### src/rtl/dcache_pkg.sv
// Shared types and address helpers for the direct-mapped write-through data cache.
package dcache_pkg;

  localparam int LINES_DEF = 16;
  localparam int IDX_W_DEF = 4;
  localparam int TAG_W_DEF = 26;

  typedef enum logic [1:0] {
    IDLE  = 2'd0,
    FILL  = 2'd1,
    WRITE = 2'd2,
    RESP  = 2'd3
  } state_t;

  // Word index within the cache: address bits [idx_w+1:2], zero-extended.
  function automatic logic [31:0] word_index(input logic [31:0] addr, input int idx_w);
    return (addr >> 2) & ((32'd1 << idx_w) - 32'd1);
  endfunction

  // Tag: everything above the index bits, zero-extended.
  function automatic logic [31:0] addr_tag(input logic [31:0] addr, input int idx_w);
    return addr >> (idx_w + 2);
  endfunction

endpackage

### src/rtl/dcache_array.sv
// Valid/tag/data storage: one write port, one combinational lookup port.
module dcache_array
  import dcache_pkg::*;
#(
  parameter int LINES = LINES_DEF,
  parameter int IDX_W = IDX_W_DEF,
  parameter int TAG_W = TAG_W_DEF
) (
  input  logic             clk,
  input  logic             rst_n,
  input  logic             wr_en,
  input  logic [IDX_W-1:0] wr_idx,
  input  logic [TAG_W-1:0] wr_tag,
  input  logic [31:0]      wr_data,
  input  logic             wr_valid,
  input  logic [IDX_W-1:0] rd_idx,
  input  logic [TAG_W-1:0] rd_tag,
  output logic             rd_hit,
  output logic [31:0]      rd_data
);

  logic [LINES-1:0] valid;
  logic [TAG_W-1:0] tag_mem  [LINES];
  logic [31:0]      data_mem [LINES];

  // Only the valid bits are cleared; stale tags/data are masked by valid.
  always_ff @(posedge clk or negedge rst_n) begin
    if (!rst_n) begin
      valid <= '0;
    end else if (wr_en && wr_valid) begin
      valid[wr_idx] <= 1'b1;
    end
  end

  always_ff @(posedge clk) begin
    if (wr_en) begin
      tag_mem[wr_idx]  <= wr_tag;
      data_mem[wr_idx] <= wr_data;
    end
  end

  assign rd_hit  = valid[rd_idx] && (tag_mem[rd_idx] == rd_tag);
  assign rd_data = data_mem[rd_idx];

endmodule

### src/rtl/data_cache_ctrl.sv
// MEM-stage data cache controller: direct-mapped, one word per line,
// write-through, no-write-allocate, backed by a req/ack memory.
module data_cache_ctrl
  import dcache_pkg::*;
#(
  parameter int LINES = LINES_DEF,
  parameter int IDX_W = $clog2(LINES),
  parameter int TAG_W = 30 - IDX_W
) (
  input  logic        CLK,
  input  logic        RESET,
  input  logic        MemRead,
  input  logic        MemWrite,
  input  logic [31:0] Address,
  input  logic [31:0] Write_Data,
  output logic [31:0] Read_data,
  output logic        Stall,
  output logic        mem_req,
  output logic        mem_we,
  output logic [31:0] mem_addr,
  output logic [31:0] mem_wdata,
  input  logic        mem_ack,
  input  logic [31:0] mem_rdata,
  output logic [15:0] hit_cnt,
  output logic [15:0] miss_cnt
);

  state_t           state;
  logic [31:0]      addr_reg;
  logic [31:0]      resp_reg;
  logic [31:0]      lookup_addr;
  logic [IDX_W-1:0] lookup_idx;
  logic [TAG_W-1:0] lookup_tag;
  logic             hit;
  logic [31:0]      line_data;
  logic             wr_en;
  logic [31:0]      wr_data;
  logic             is_store;
  logic             is_load;

  // A simultaneous read+write request is handled as a store.
  assign is_store = MemWrite;
  assign is_load  = MemRead & ~MemWrite;

  // Outside IDLE the lookup uses the latched address, so the store-hit check
  // at mem_ack sees the original request and not the frozen pipeline inputs.
  assign lookup_addr = (state == IDLE) ? Address : addr_reg;
  assign lookup_idx  = IDX_W'(word_index(lookup_addr, IDX_W));
  assign lookup_tag  = TAG_W'(addr_tag(lookup_addr, IDX_W));

  assign wr_en   = mem_ack & ((state == FILL) | ((state == WRITE) & hit));
  assign wr_data = (state == FILL) ? mem_rdata : mem_wdata;

  dcache_array #(
    .LINES(LINES),
    .IDX_W(IDX_W),
    .TAG_W(TAG_W)
  ) u_array (
    .clk     (CLK),
    .rst_n   (RESET),
    .wr_en   (wr_en),
    .wr_idx  (lookup_idx),
    .wr_tag  (lookup_tag),
    .wr_data (wr_data),
    .wr_valid(1'b1),
    .rd_idx  (lookup_idx),
    .rd_tag  (lookup_tag),
    .rd_hit  (hit),
    .rd_data (line_data)
  );

  // Hits answer in the request cycle; reset forces both outputs low at once.
  always_comb begin
    Stall     = 1'b0;
    Read_data = 32'd0;
    if (RESET) begin
      unique case (state)
        IDLE: begin
          if (is_store || (is_load && !hit)) Stall = 1'b1;
          else if (is_load) Read_data = line_data;
        end
        FILL, WRITE: Stall = 1'b1;
        RESP: Read_data = resp_reg;
        default: Stall = 1'b0;
      endcase
    end
  end

  always_ff @(posedge CLK or negedge RESET) begin
    if (!RESET) begin
      state     <= IDLE;
      addr_reg  <= 32'd0;
      resp_reg  <= 32'd0;
      mem_req   <= 1'b0;
      mem_we    <= 1'b0;
      mem_addr  <= 32'd0;
      mem_wdata <= 32'd0;
      hit_cnt   <= 16'd0;
      miss_cnt  <= 16'd0;
    end else begin
      unique case (state)
        IDLE: begin
          if (is_store) begin
            addr_reg  <= Address;
            mem_req   <= 1'b1;
            mem_we    <= 1'b1;
            mem_addr  <= {Address[31:2], 2'b00};
            mem_wdata <= Write_Data;
            state     <= WRITE;
          end else if (is_load) begin
            if (hit) begin
              hit_cnt <= hit_cnt + 16'd1;
            end else begin
              miss_cnt <= miss_cnt + 16'd1;
              addr_reg <= Address;
              mem_req  <= 1'b1;
              mem_we   <= 1'b0;
              mem_addr <= {Address[31:2], 2'b00};
              state    <= FILL;
            end
          end
        end
        FILL: begin
          if (mem_ack) begin
            mem_req  <= 1'b0;
            resp_reg <= mem_rdata;
            state    <= RESP;
          end
        end
        WRITE: begin
          if (mem_ack) begin
            mem_req <= 1'b0;
            mem_we  <= 1'b0;
            state   <= RESP;
          end
        end
        RESP:    state <= IDLE;
        default: state <= IDLE;
      endcase
    end
  end

endmodule

### config.mk
export PLATFORM = sky130hd
export DESIGN_NAME = data_cache_ctrl
export DESIGN_NICKNAME = d
export VERILOG_FILES = /design/src/rtl/dcache_pkg.sv /design/src/rtl/dcache_array.sv /design/src/rtl/data_cache_ctrl.sv
export SDC_FILE = /design/constraint.sdc
export NUM_CORES = 1
export LEC_CHECK = 0
export ABC_AREA = 1
export CAP_MARGIN = 40
export CORE_ASPECT_RATIO = 1.2
export CORE_MARGIN = 2
export CORE_UTILIZATION = 35
export CTS_CLUSTER_DIAMETER = 200
export CTS_CLUSTER_SIZE = 10
export DETAILED_ROUTE_END_ITERATION = 7
export PLACE_DENSITY_LB_ADDON = 0.2
export SYNTH_ARGS = -nofsm -noshare
export SYNTH_HDL_FRONTEND = slang
export SYNTH_SLANG_ARGS = --single-unit
### constraint.sdc
create_clock -name CLK -period 10.2 [get_ports CLK]
set_input_delay 2.04 -clock CLK [delete_from_list [all_inputs] [get_ports CLK]]
set_output_delay 2.04 -clock CLK [all_outputs]
set_load 0.02 [all_outputs]
# == Word-level counts from Yosys, hierarchy flattened ==
# Memory sizes are Yosys's and may differ from the RTL's.
# Index checks and enable logic that the tools add are counted.
# W data, S select, Z words.
# totals
elab_cells,85
n_memories,2
reg_bits,180
inputBits,101
mem_bits_rw,928
out_inout_bits,131
# mem_list
memory,depth,word_bits,rd,rd_clocked_by_memory_dff,write_ports,line,rtl
u_array.data_mem,16,32,1,0,1,dcache_array.sv:24,logic [31:0] data_mem [LINES];
u_array.tag_mem,16,26,1,0,1,dcache_array.sv:23,logic [TAG_W-1:0] tag_mem [LINES];
# classes
n_addsub,2
bitwise,7
n_mux,35
n_eq_ne,9
reduce_logical,18
order_cmp,2
# op_table
op,count
$mux W32,11
$pmux W32 S2,1
$add A16 B1 Y16 const B,2
$eq A26 B26 Y1,1
$or A16 B16 Y16,1
$reduce_and A4 Y1,4
$mux W1,13
$mux W2,4
$ne A3 B3 Y1 const B,2
$pmux W1 S2,3
$pmux W2 S3,1
$reduce_and A3 Y1,2
$reduce_bool A2 Y1,3
$lt A4 B5 Y1 const B,1
$bmux W1 S4,1
$demux W1 S4,1
$eq A2 B2 Y1 const B,2
$ge A4 B1 Y1 const B,1
$ne A2 B2 Y1 const B,2
$reduce_and A2 Y1,2
$and A1 B1 Y1,3
$logic_and A1 B1 Y1,3
$eq A2 B1 Y1 const B,1
$logic_not A2 Y1,1
other kinds (6),7

# == Longest topological paths before layout ==
# logic_depth
word_depth,11
mapped_depth,27
mapped_depth_nobuf,24

# == Hierarchy ==
# Synthesis repeated with hierarchy kept, for this count alone.
# hier_totals
cells_unflattened,3971
hier_area_um2,44936.8
# by_module_without_submodules
module,seq_area_each_um2,cells_per_inst,area_each_um2,n_inst
dcache_array,28267.1,3163,38295.5,1
data_cache_ctrl,3253.1,808,6641.4,1

# == Worst setup path after synthesis ==
# Ideal clock, no wire load.
# synth_timing
kind,input to output
from,in Address[2]
to,out Read_data[16]
path_slack_ns,3.856
arrival_ns,4.304
n_path_buf,3
required_ns,8.160
stages,22
cell_sequence,nand2_2 nand2_2 buf_4 buf_2 nand2_1 nand2_1 nand2_1 nand2_1 nand2_1 nand2_1 nor2_1 nand2_1 nand2_1 nand2_1 nor2_1 nand2_1 nor2_1 nand2_2 nand2_4 buf_2 nand3_1 a21oi_1
# synth_via
elab_chain_len,10
elab_cells_between_ends,14
classes_between,eq/ne: 1; mux: 7; reduce/logical: 4; memory: 2
# synth_rtl
element,line,rtl
"start, declared",data_cache_ctrl.sv:14,"input logic [31:0] Address,"
$mux W32 *,data_cache_ctrl.sv:47,assign lookup_addr = (state == IDLE) ? Address : addr_reg;
$mem_v2 Z16 W26 or $bmux W1 S4 (tied branches),n/a,
$eq A26 B26 Y1 or $mux W1 (tied branches),dcache_array.sv:42,assign rd_hit = valid[rd_idx] && (tag_mem[rd_idx] == rd_tag);
$logic_and A1 B1 Y1,dcache_array.sv:42,
$logic_not A1 Y1,data_cache_ctrl.sv:79,if (is_store || (is_load && !hit)) Stall = 1'b1;
$logic_and A1 B1 Y1,data_cache_ctrl.sv:79,
$logic_or A1 B1 Y1,data_cache_ctrl.sv:79,
$mux W32 *,data_cache_ctrl.sv:79,
$pmux W32 S2 *,data_cache_ctrl.sv:77,unique case (state)
$mux W32 *,data_cache_ctrl.sv:76,if (RESET) begin
"end, declared",data_cache_ctrl.sv:16,"output logic [31:0] Read_data,"
# Every way passes the cells marked *; elsewhere a longest branch is shown, timed or not. The select of a mux whose other input is x is not followed.

# == Worst setup path after layout ==
# layout_timing
from,reg state[0]
to,out Read_data[6]
# layout_via
elab_chain_len,11
elab_cells_between_ends,16
classes_between,eq/ne: 2; mux: 7; reduce/logical: 5; memory: 2
# layout_rtl
element,line,rtl
"start, declared",data_cache_ctrl.sv:28,state_t state;
"start signal, assigned",data_cache_ctrl.sv:91,state <= IDLE;
"start signal, assigned",data_cache_ctrl.sv:109,state <= WRITE;
"start signal, assigned",data_cache_ctrl.sv:119,state <= FILL;
$logic_not A2 Y1,"data_cache_ctrl.sv:47, data_cache_ctrl.sv:77",
$mux W32,data_cache_ctrl.sv:47,
$mem_v2 Z16 W26 or $bmux W1 S4 (tied branches),n/a,
$eq A26 B26 Y1 or $mux W1 (tied branches),dcache_array.sv:42,
$logic_and A1 B1 Y1,dcache_array.sv:42,
$logic_not A1 Y1,data_cache_ctrl.sv:79,
$logic_and A1 B1 Y1,data_cache_ctrl.sv:79,
$logic_or A1 B1 Y1,data_cache_ctrl.sv:79,
$mux W32,data_cache_ctrl.sv:79,
$pmux W32 S2 *,data_cache_ctrl.sv:77,
$mux W32 *,data_cache_ctrl.sv:76,
# Marked as above.

==> impl_metrics.ini <==
[outcome]
outcome = complete, no violations

[die]
rows = 144
start_util = 0.351
die_y_um = 396
die_w_um = 331
die-area_mm2 = 0.131
core-area_mm2 = 0.128
pin_count = 232

[sta]
fin_crit_sh = 0.898
slew_headroom = 0.406
rsz0062_at_grt = false
period_needed_ps = 9160
fmax_mhz = 109
worst_hold_slack_ps = 450
setup_violations = 0
clock-skew-final_ps = 42.3
setup-tns-final_ps = 0
worst_pin_slew_ps = 892
hold_violations = 0
slew_viol_final = 0

[setup_path]
crit_path_end_kind = output port
crit_path_start_kind = register
arrival_ps = 7120
path_common_cell = nand2_1
slowest_stage = clkdlybuf4s50_1
required_ps = 8160
worstPathCellList = inv_1 -> ha_4 -> inv_2 -> nand2_4 -> nand2_8 -> buf_4 -> nand2_1 -> o21ai_1 -> nand2_1 -> nand2_1 -> nand2_1 -> nand2_1 -> o21ai_1 -> nand2_1 -> nor2_1 -> nand3_1 -> nor2_1 -> buf_4 -> nand2_2 -> nor2_2 -> nand3_1 -> a21oi_1 -> clkdlybuf4s50_1
critPathBufInv = 5
slowest_delay_ps = 660
path_class = reg2out
crit_fanout = 108
crit_family = simple AND/OR/NAND/NOR gates

[clock_tree]
cts_buffer_depth = 3
post_cts_resized = 0
cts_tree = built
clk_pin_slew_ps = 60
numCtsBuffers = 117
cts_setup_buffers = 0
h-tree-depth = 3
clock_latency_ps = 730
cts_sinks = 1074
hold_buffers = 0
clock-root-buffer = clkbuf_16

[grt]
busiest_layer = met2
grt_use_total = 0.197
grtUsageMet3 = 0.0358
grt_pass1_vias = 28900
grt_max_degree = 133
overflow = 0
gr-usage-met1 = 0.268
grt_pass1_wl_um = 191000
antenna_found_initial = 3
globalRouteMet2Util = 0.321

[pwr]
p_leak_nw = 20.8
power.ir.vdd_worst_mv = 0.370
power_mw = 16.8
intPower_mw = 10.1
power_density_mw_per_mm2 = 315
clockPowerShare = 0.231
p_sw_mw = 6.68
power_frac_seq = 0.366
p_sw_frac = 0.399
comb_power_share = 0.403

[synthesis]
synth_top_cells_by_area = edfxtp_1, nand2_1, dfrtp_1
synth_commonest_cells = nand2_1, edfxtp_1, inv_1, o22ai_1, nor2_1
synth_ff_type = edfxtp_1
synth_cells = 4064
yosysSeqAreaShare = 0.702
yosysWarnings = 0
yosysMostFrequentCell = nand2_1
synthDistinctLibCells = 40
syn_area_per_cell_um2 = 11.1
syn_area_mm2 = 0.0449
yosysTopAreaCellShare = 0.620
synth_async_sr_flop_share = 0.136
yosys.area.top_type = edfxtp_1
ys_seq_elements = 1074
synth_edf_count = 928

[worst_hold_path]
hp-class = reg2reg

[final_layout]
stdcell_area_mm2 = 0.0533
regMostFlops = u_array.data_mem
largest_reg_flops = 512
finalNetCount = 4454
post-route-util = 0.417
drive_above_1_share = 0.0791
syn2layout_area_growth_pct = 18.7
top_regs = u_array.data_mem (512), u_array.tag_mem (416)

[drt]
ant_nets = 0
vias = 30400
drtPass1Iterations = 5
dr.first_iter.drc_count = 2599
routedWlPerCell_um = 21.3
drc = 0
routed_via_density = 4.96
routed_wl_um = 130000

[placed_design]
hpwl_um = 74700
gp_congestion = 0.817
io_buffers = 227
dpl_cell_area_mm2 = 0.0499

[job]
cap_violations = 0
## layer usage
| layer | up-vias | wire, µm |
|---|---|---|
| met3 | 173 | 8190 |
| li1 | 14400 | - |
| met2 | 848 | 61500 |
| met4 | 0 | 2820 |
| met5 | - | 0 |
| met1 | 15000 | 57700 |
## worst reg2reg max path, delay by kind of cell (launching register included)
kind | cells | cell delay, ps
compound gates | 2 | 420
buf+inv | 6 | 2470
simple gates | 14 | 2760
fa+ha+maj | 1 | 620
flops | 1 | 430
## placed cells by master, fill, tap and decap left out, types with 4 or more instances in the layout
master,count
xnor2_1,13
o22ai_1,240
nor3_1,18
mux2_2,32
nand4_1,18
buf_16,8
nand2_4,7
ha_1,5
buf_12,13
buf_4,112
clkdlybuf4s50_1,226
edfxtp_1,928
inv_2,4
nor2_2,4
dfrtp_1,146
o22a_1,8
o21ai_0,168
a21oi_1,71
nor2_4,7
nand2_2,9
o21ai_1,111
nand2_1,1207
nor2_1,211
nand3b_1,13
inv_1,429
clkbuf_16,119
clkbuf_1,87
o21bai_1,5
nor4_1,5
nand3_1,145
inv_4,17
o221ai_1,8
xor2_1,16
## cell type report
cell class | instances | area (µm²)
timing repair buffer | 363 | 3630
sequential | 1074 | 31500
antenna | 1 | 2.50
tap | 1679 | 2100
multi-input combinational | 2340 | 10900
clock inverter | 6 | 100
clock buffer | 206 | 3300
inverter | 450 | 1730
fill | 12200 | 74600
## logic make-up after synthesis
group,count (synthesis),share of synthesized area
adder cells (fa/ha/maj),7,0.00195
AO/OA/AOI/OAI,621,0.0784
AND/OR/NAND/NOR,1649,0.147
other,1,0.0000835
multiplexers,32,0.00802
XOR/XNOR,29,0.00565
flip-flops,1074,0.702
buffers and inverters,651,0.0575
## path summary, 6_finish.rpt
| check | slack, ps | to | cells past startpoint | from |
|---|---|---|---|---|
| max in group asynchronous | 7850 | addr_reg[11] | 2 | RESET |
| min | 450 | u_array.valid[9] | 2 | u_array.valid[9] |
| min in group asynchronous | 1260 | miss_cnt[7] | 1 | RESET |
| min reg2reg | 450 | u_array.valid[9] | 2 | u_array.valid[9] |
| max reg2reg | 3150 | u_array.tag_mem[3][15] | 23 | state[0] |
| max | 1040 | Read_data[6] | 23 | state[0] |
## power groups by stage
stage | logic [mW] | registers [mW] | clock network (mW)
after floorplan | 3.87 | 6.36 | 0
after global placement | 6.60 | 6.23 | 0
after detailed placement | 6.80 | 6.22 | 0
after CTS | 6.82 | 6.13 | 3.97
after global routing | 7.46 | 6.17 | 4.14
final | 6.77 | 6.13 | 3.88
## through the flow
stage | cells | setup WS, ps
floorplan | 4065 | 3860
global placement | 5869 | 1320
detailed placement | 5906 | 1370
CTS | 6118 | 968
global route | 6118 | 485
finish | 6119 | 1040
Power figures use the tool's default switching activity.
